### src/rtl/min2_two_minimum_finder.sv
// ============================================================================
// Module   : min2_two_minimum_finder
// Brief    : Tracks the two smallest (index, value) candidates in a framed
//            stream and publishes them, with a count and boss flag, per frame.
// Revision : 1.0
// ============================================================================
`default_nettype none

module min2_two_minimum_finder #(
    parameter int                IDX_W          = 16,
    parameter int                VAL_W          = 14,
    parameter logic [VAL_W-1:0]  BOSS_THRESHOLD = 14'd512
) (
    input  logic             clk,
    input  logic             rst_n,
    input  logic             MIN1_Valid,
    input  logic             MIN1_First,
    input  logic             MIN1_Last,
    input  logic [IDX_W-1:0] MIN1_Index,
    input  logic [VAL_W-1:0] MIN1_Value,
    output logic             MIN2_ResultValid,
    output logic             MIN2_TriggerBoss,
    output logic [IDX_W-1:0] MIN2_Minimum1Index,
    output logic [VAL_W-1:0] MIN2_Minimum1Value,
    output logic [IDX_W-1:0] MIN2_Minimum2Index,
    output logic [VAL_W-1:0] MIN2_Minimum2Value,
    output logic [IDX_W-1:0] MIN2_Count,
    output logic             MIN2_Busy
);

    localparam logic [0:0]       c_IDLE    = 1'b0;
    localparam logic [0:0]       c_SCAN    = 1'b1;
    localparam logic [IDX_W-1:0] c_CNT_ONE = {{(IDX_W-1){1'b0}}, 1'b1};

    logic [0:0]       r_state;
    logic             r_vld1;
    logic [IDX_W-1:0] r_idx1;
    logic [VAL_W-1:0] r_val1;
    logic             r_vld2;
    logic [IDX_W-1:0] r_idx2;
    logic [VAL_W-1:0] r_val2;
    logic [IDX_W-1:0] r_cnt;

    logic             r_res_valid;
    logic             r_boss;
    logic [IDX_W-1:0] r_res_idx1;
    logic [VAL_W-1:0] r_res_val1;
    logic [IDX_W-1:0] r_res_idx2;
    logic [VAL_W-1:0] r_res_val2;
    logic [IDX_W-1:0] r_res_cnt;

    logic             w_accept;
    logic             w_b_vld1;
    logic             w_b_vld2;
    logic             w_n_vld1;
    logic [IDX_W-1:0] w_n_idx1;
    logic [VAL_W-1:0] w_n_val1;
    logic             w_n_vld2;
    logic [IDX_W-1:0] w_n_idx2;
    logic [VAL_W-1:0] w_n_val2;
    logic [IDX_W-1:0] w_n_cnt;

    assign w_accept = MIN1_Valid & (MIN1_First | (r_state == c_SCAN));

    // A First candidate sees empty slots, so a restart discards the partial frame.
    assign w_b_vld1 = r_vld1 & ~MIN1_First;
    assign w_b_vld2 = r_vld2 & ~MIN1_First;

    always_comb begin
        w_n_vld1 = w_b_vld1;
        w_n_idx1 = r_idx1;
        w_n_val1 = r_val1;
        w_n_vld2 = w_b_vld2;
        w_n_idx2 = r_idx2;
        w_n_val2 = r_val2;
        if (!w_b_vld1 || (MIN1_Value < r_val1)) begin
            w_n_vld2 = w_b_vld1;
            w_n_idx2 = r_idx1;
            w_n_val2 = r_val1;
            w_n_vld1 = 1'b1;
            w_n_idx1 = MIN1_Index;
            w_n_val1 = MIN1_Value;
        end else if (!w_b_vld2 || (MIN1_Value < r_val2)) begin
            w_n_vld2 = 1'b1;
            w_n_idx2 = MIN1_Index;
            w_n_val2 = MIN1_Value;
        end
    end

    always_comb begin
        w_n_cnt = r_cnt;
        if (MIN1_First) begin
            w_n_cnt = c_CNT_ONE;
        end else if (!(&r_cnt)) begin
            w_n_cnt = r_cnt + c_CNT_ONE;
        end
    end

    always_ff @(posedge clk) begin
        if (!rst_n) begin
            r_state     <= c_IDLE;
            r_vld1      <= 1'b0;
            r_idx1      <= '1;
            r_val1      <= '1;
            r_vld2      <= 1'b0;
            r_idx2      <= '1;
            r_val2      <= '1;
            r_cnt       <= '0;
            r_res_valid <= 1'b0;
            r_boss      <= 1'b0;
            r_res_idx1  <= '1;
            r_res_val1  <= '1;
            r_res_idx2  <= '1;
            r_res_val2  <= '1;
            r_res_cnt   <= '0;
        end else begin
            r_res_valid <= 1'b0;
            r_boss      <= 1'b0;
            if (w_accept) begin
                r_vld1 <= w_n_vld1;
                r_idx1 <= w_n_idx1;
                r_val1 <= w_n_val1;
                r_vld2 <= w_n_vld2;
                r_idx2 <= w_n_idx2;
                r_val2 <= w_n_val2;
                r_cnt  <= w_n_cnt;
                if (MIN1_Last) begin
                    r_state     <= c_IDLE;
                    r_res_valid <= 1'b1;
                    r_boss      <= w_n_vld1 & (w_n_val1 < BOSS_THRESHOLD);
                    r_res_idx1  <= w_n_vld1 ? w_n_idx1 : '1;
                    r_res_val1  <= w_n_vld1 ? w_n_val1 : '1;
                    r_res_idx2  <= w_n_vld2 ? w_n_idx2 : '1;
                    r_res_val2  <= w_n_vld2 ? w_n_val2 : '1;
                    r_res_cnt   <= w_n_cnt;
                end else begin
                    r_state <= c_SCAN;
                end
            end
        end
    end

    assign MIN2_ResultValid   = r_res_valid;
    assign MIN2_TriggerBoss   = r_boss;
    assign MIN2_Minimum1Index = r_res_idx1;
    assign MIN2_Minimum1Value = r_res_val1;
    assign MIN2_Minimum2Index = r_res_idx2;
    assign MIN2_Minimum2Value = r_res_val2;
    assign MIN2_Count         = r_res_cnt;
    assign MIN2_Busy          = (r_state == c_SCAN);

endmodule

`default_nettype wire

### config.mk
export PLATFORM = sky130hd
export DESIGN_NAME = min2_two_minimum_finder
export DESIGN_NICKNAME = d
export VERILOG_FILES = /design/src/rtl/min2_two_minimum_finder.sv
export SDC_FILE = /design/constraint.sdc
export NUM_CORES = 1
export LEC_CHECK = 0
export BUFFER_PORTS_ARGS = -buffer_cell sky130_fd_sc_hd__buf_2
export CAP_MARGIN = 20
export CORE_MARGIN = 3
export CORE_UTILIZATION = 25
export CTS_CLUSTER_SIZE = 24
export DETAILED_ROUTE_END_ITERATION = 6
export SYNTH_ARGS = -nofsm -noshare
export SYNTH_HDL_FRONTEND = slang
export SYNTH_SLANG_ARGS = --single-unit
### constraint.sdc
create_clock -name clk -period 2.4 [get_ports clk]
set_input_delay 0.12 -clock clk [delete_from_list [all_inputs] [get_ports clk]]
set_output_delay 0.12 -clock clk [all_outputs]
set_load 0.02 [all_outputs]
==> summary.txt <==
Logic synthesis
  – Synth async-reset ratio: 0%
  – Yosys cell types: 60
  – Total of warnings raised by yosys: 0
  – Syn_nets: 1,042
  – Cells after synthesis: 980
  – Syn avg cell area: ~8.5 µm²
  – Ys flop type: dfxtp_1
  – Area leader, netlist: dfxtp_1
  – Synth Register Bits: 157
  – Sequential cell area fraction in the yosys report: 37.9%
  – Synth area leaders: dfxtp_1 38%, a221oi_2 5.6%, o211ai_1 5.5%
  – Mapped Area: just over 8000 µm²
  – Yosys top cell area share: roughly 38%
  – Number of flops mapped to enable cells by yosys: 0

Place
  – Dpl cells: around 1.5k
  – Routability cong.: approximately 0.85
  – Hpwl dp: around 19 mm
  – PortBufs: about 110
  – Area after DPL: 9820 µm²
  – Pre-CTS setup slack: -0.136 ns

Routing
  – Total Routed Length: approximately 32 mm
  – Post-route antenna net violation count: 0
  – Drt drc: 0
  – WL/cell: ~20 µm
  – Iter 0 DRT Violations: approximately 690
  – Via count: 8,612
  – Vias per Instance: 5.40
  – Detailed Routing Iterations Pass 1: 5

Cells and area
  – Final core utilization: a little under two fifths
  – Fin nets: 1,202
  – Final instance area: between 10,000 and 15,000 µm²
  – ANT cells: 0
  – Share of layout cells above drive strength 1: about 36%
  – Final std cells w/o fill: approximately 1.6k
  – Area grow syn2layout: 48.0%

STA
  – Final setup margin: -0.0835 ns
  – Endpoints failing hold: 0
  – Hold Slack: around 0.021 ns
  – Max Freq: approximately 400 MHz
  – Fin. max-slew vios: 0
  – Fin crit share: 103%
  – Worst relative slew slack: a little over two fifths
  – Setup violations, final: 53
  – Clock Skew: around 0.013 ns
  – RSZ-0062 raised after global routing: yes
  – Actual slew at the worst max-slew pin: 0.864 ns
  – Final TNS setup: -0.927 ns
  – Final min period: between 2 and 2.5 ns

Floorplanning
  – Die W: roughly 190 µm
  – Starting Density: around a quarter
  – Core Area: between 30,000 and 40,000 µm²
  – Die ar.: between 30,000 and 40,000 µm²
  – Die Y: between 150 and 200 µm
  – Row count: 66
  – I/O pin cnt: ~110

Setup path
  – CP Cell Sequence: inv_1 -> ha_4 -> and3_4 -> nand4b_1 -> nor2_4 -> buf_12 -> a211oi_2 -> a2111oi_1 -> o311ai_1
  – CP bufs+invs: 2
  – Setup crit start kind: flip-flop
  – Kind of critical path: reg -> reg
  – CP endpoint kind: flip-flop
  – Crit-path max FO: 18
  – Crit-path slowest cell: a2111oi_1
  – Worst path max stage delay: 0.42 ns
  – CP delay by family, top: simple AND/OR/NAND/NOR gates
  – WP data arrival: approximately 2.8 ns
  – CP required: roughly 2.7 ns

Min path
  – HP Class: in -> reg

Pwr
  – Maximum vdd drop: around 0.00052 V
  – Power per Cell Area: between 500 and 600 nW/µm²
  – Final Total Pwr: 7.09 mW
  – Switching pwr: ~2.3 mW
  – Comb pwr share: about a fifth
  – Leakage: 4.69 nW
  – Switching share of total power: ~32%
  – Flop pwr share: about 40%
  – Int Pwr: roughly 4.8 mW
  – Clk pwr share: about two fifths

Clock tree
  – Root Buffer: clkbuf_16
  – CTS sink count: 157
  – Clock latency on the worst-skew pair: around 0.45 ns
  – Max clock buf depth: 2
  – Total CTS buffers: 17
  – Clk slew on worst S/H paths: ~0.08 ns
  – CTS tree: yes
  – H-tree levels: 4

Global route
  – Initial antenna violation count: 0
  – First-pass GRT wire length: 46.1 mm
  – Largest net degree at the start of global routing: 67
  – Congestion Overflow GR: 0
  – Global-route usage over all layers: 16.1%
  – Number of global-route vias before repair: ~8k

Run status
  – Failing checks: setup timing
  – Status: finished with violations

Flow run
  – Max capacitance violation total: 0
## cell families after synthesis
kind of cell / Yosys count / synth area share, %
compound gates: 392 / 35.4
simple gates: 217 / 12.4
buf+inv: 177 / 9.18
flops: 157 / 37.9
fa+ha+maj: 27 / 4.07
xor+xnor: 9 / 0.950
mux: 1 / 0.121
## path summary, 6_finish.rpt
kind | from | endpoint | slack, ns | cells after the start
max | r_val2[13]$_SDFFE_PN1P_ | r_val2[13]$_SDFFE_PN1P_ | -0.08 | 9
min | MIN1_Value[1] | MIN2_Minimum1Value[1]$_SDFFE_PN1P_ | 0.02 | 3
max reg2reg | r_val2[13]$_SDFFE_PN1P_ | r_val2[13]$_SDFFE_PN1P_ | -0.08 | 9
min reg2reg | MIN2_Count[0]$_SDFFE_PN0P_ | MIN2_Count[0]$_SDFFE_PN0P_ | 0.44 | 2
## timing repair
| action | in CTS | in global routing |
|---|---|---|
| resized for setup | 90 | 126 |
| gates cloned | 3 | 13 |
| pin swaps | 6 | 55 |
| hold endpoints to repair | 28 | 0 |
| setup endpoints to repair | 115 | 109 |
| hold buffers | 18 | 0 |
| setup buffers | 6 | 9 |
## flip-flops by register name, summed over array words and instances (netlist names)
signal              count
r_val2                 14
MIN2_Minimum2Index     16
r_idx1                 16
r_vld2                  1
MIN2_Busy               1
r_cnt                  16
r_val1                 14
MIN2_Minimum2Value     14
MIN2_ResultValid        1
MIN2_Count             16
r_idx2                 16
MIN2_Minimum1Value     14
MIN2_Minimum1Index     16
MIN2_TriggerBoss        1
r_vld1                  1
## routing by layer
metal | share of wire, % | GRT usage (%) | vias to the layer above | wire length (µm)
met5 | 0 | 0 | - | 0
met4 | 2.3 | 5.45 | 0 | 727
met3 | 6.4 | 2.73 | 45 | 2040
met2 | 47 | 25.7 | 334 | 15200
met1 | 44 | 22.1 | 4241 | 14100
li1 | - | - | 3992 | -
## power groups by stage
stage | clock (mW) | sequential, mW | combinational [mW]
finish | 2.84 | 2.82 | 1.43
CTS | 2.88 | 2.81 | 1.16
detailed placement | 0 | 2.86 | 1.04
global placement | 0 | 2.85 | 1.03
floorplan | 0 | 2.88 | 0.582
global route | 2.97 | 2.83 | 1.52
## worst min-delay path: cells and delay by family
family	cells	cell delay, ns
AO/OA/AOI/OAI	2	0.16
buffers and inverters	1	0.14
## layout make-up
| class | count | area [µm²] |
|---|---|---|
| multi-input combinational | 646 | 5400 |
| fill | 3150 | 20300 |
| clock inverter | 15 | 173 |
| clock buffer | 17 | 425 |
| timing repair buffer | 240 | 2270 |
| tap | 442 | 553 |
| inverter | 78 | 293 |
| sequential | 157 | 3160 |
## Yosys cell counts (3+ instances only)
master and number:
clkbuf_1 63, nand2_1 58, nand3_1 39, nand4_1 11
nor3_2 3, o21a_1 3, buf_6 6, a21o_1 9
a21boi_0 3, xnor2_1 6, o21ai_1 9, o21ai_0 45
a211oi_1 31, nor2b_1 4, o211ai_1 61, nand4b_1 3
xor2_1 3, nor3b_1 4, a21oi_1 76, a221oi_2 31
a21boi_1 4, inv_1 77, buf_2 12, a31oi_1 38
buf_4 10, nor2_1 74, dfxtp_1 157, o311ai_1 30
nand2b_1 5, a2111oi_0 30, buf_1 8, ha_1 27
and3_1 3
## placed cells by master, fill, tap and decap left out, drive strengths merged, types with 38 or more instances in the layout
cell type and instances:
nor2 74, a31oi 38, o211ai 61, o21ai 55, dfxtp 157, inv 88, nand3 39, a21oi 77
nand2 58, buf 207
(Power assumes the default switching activity.)
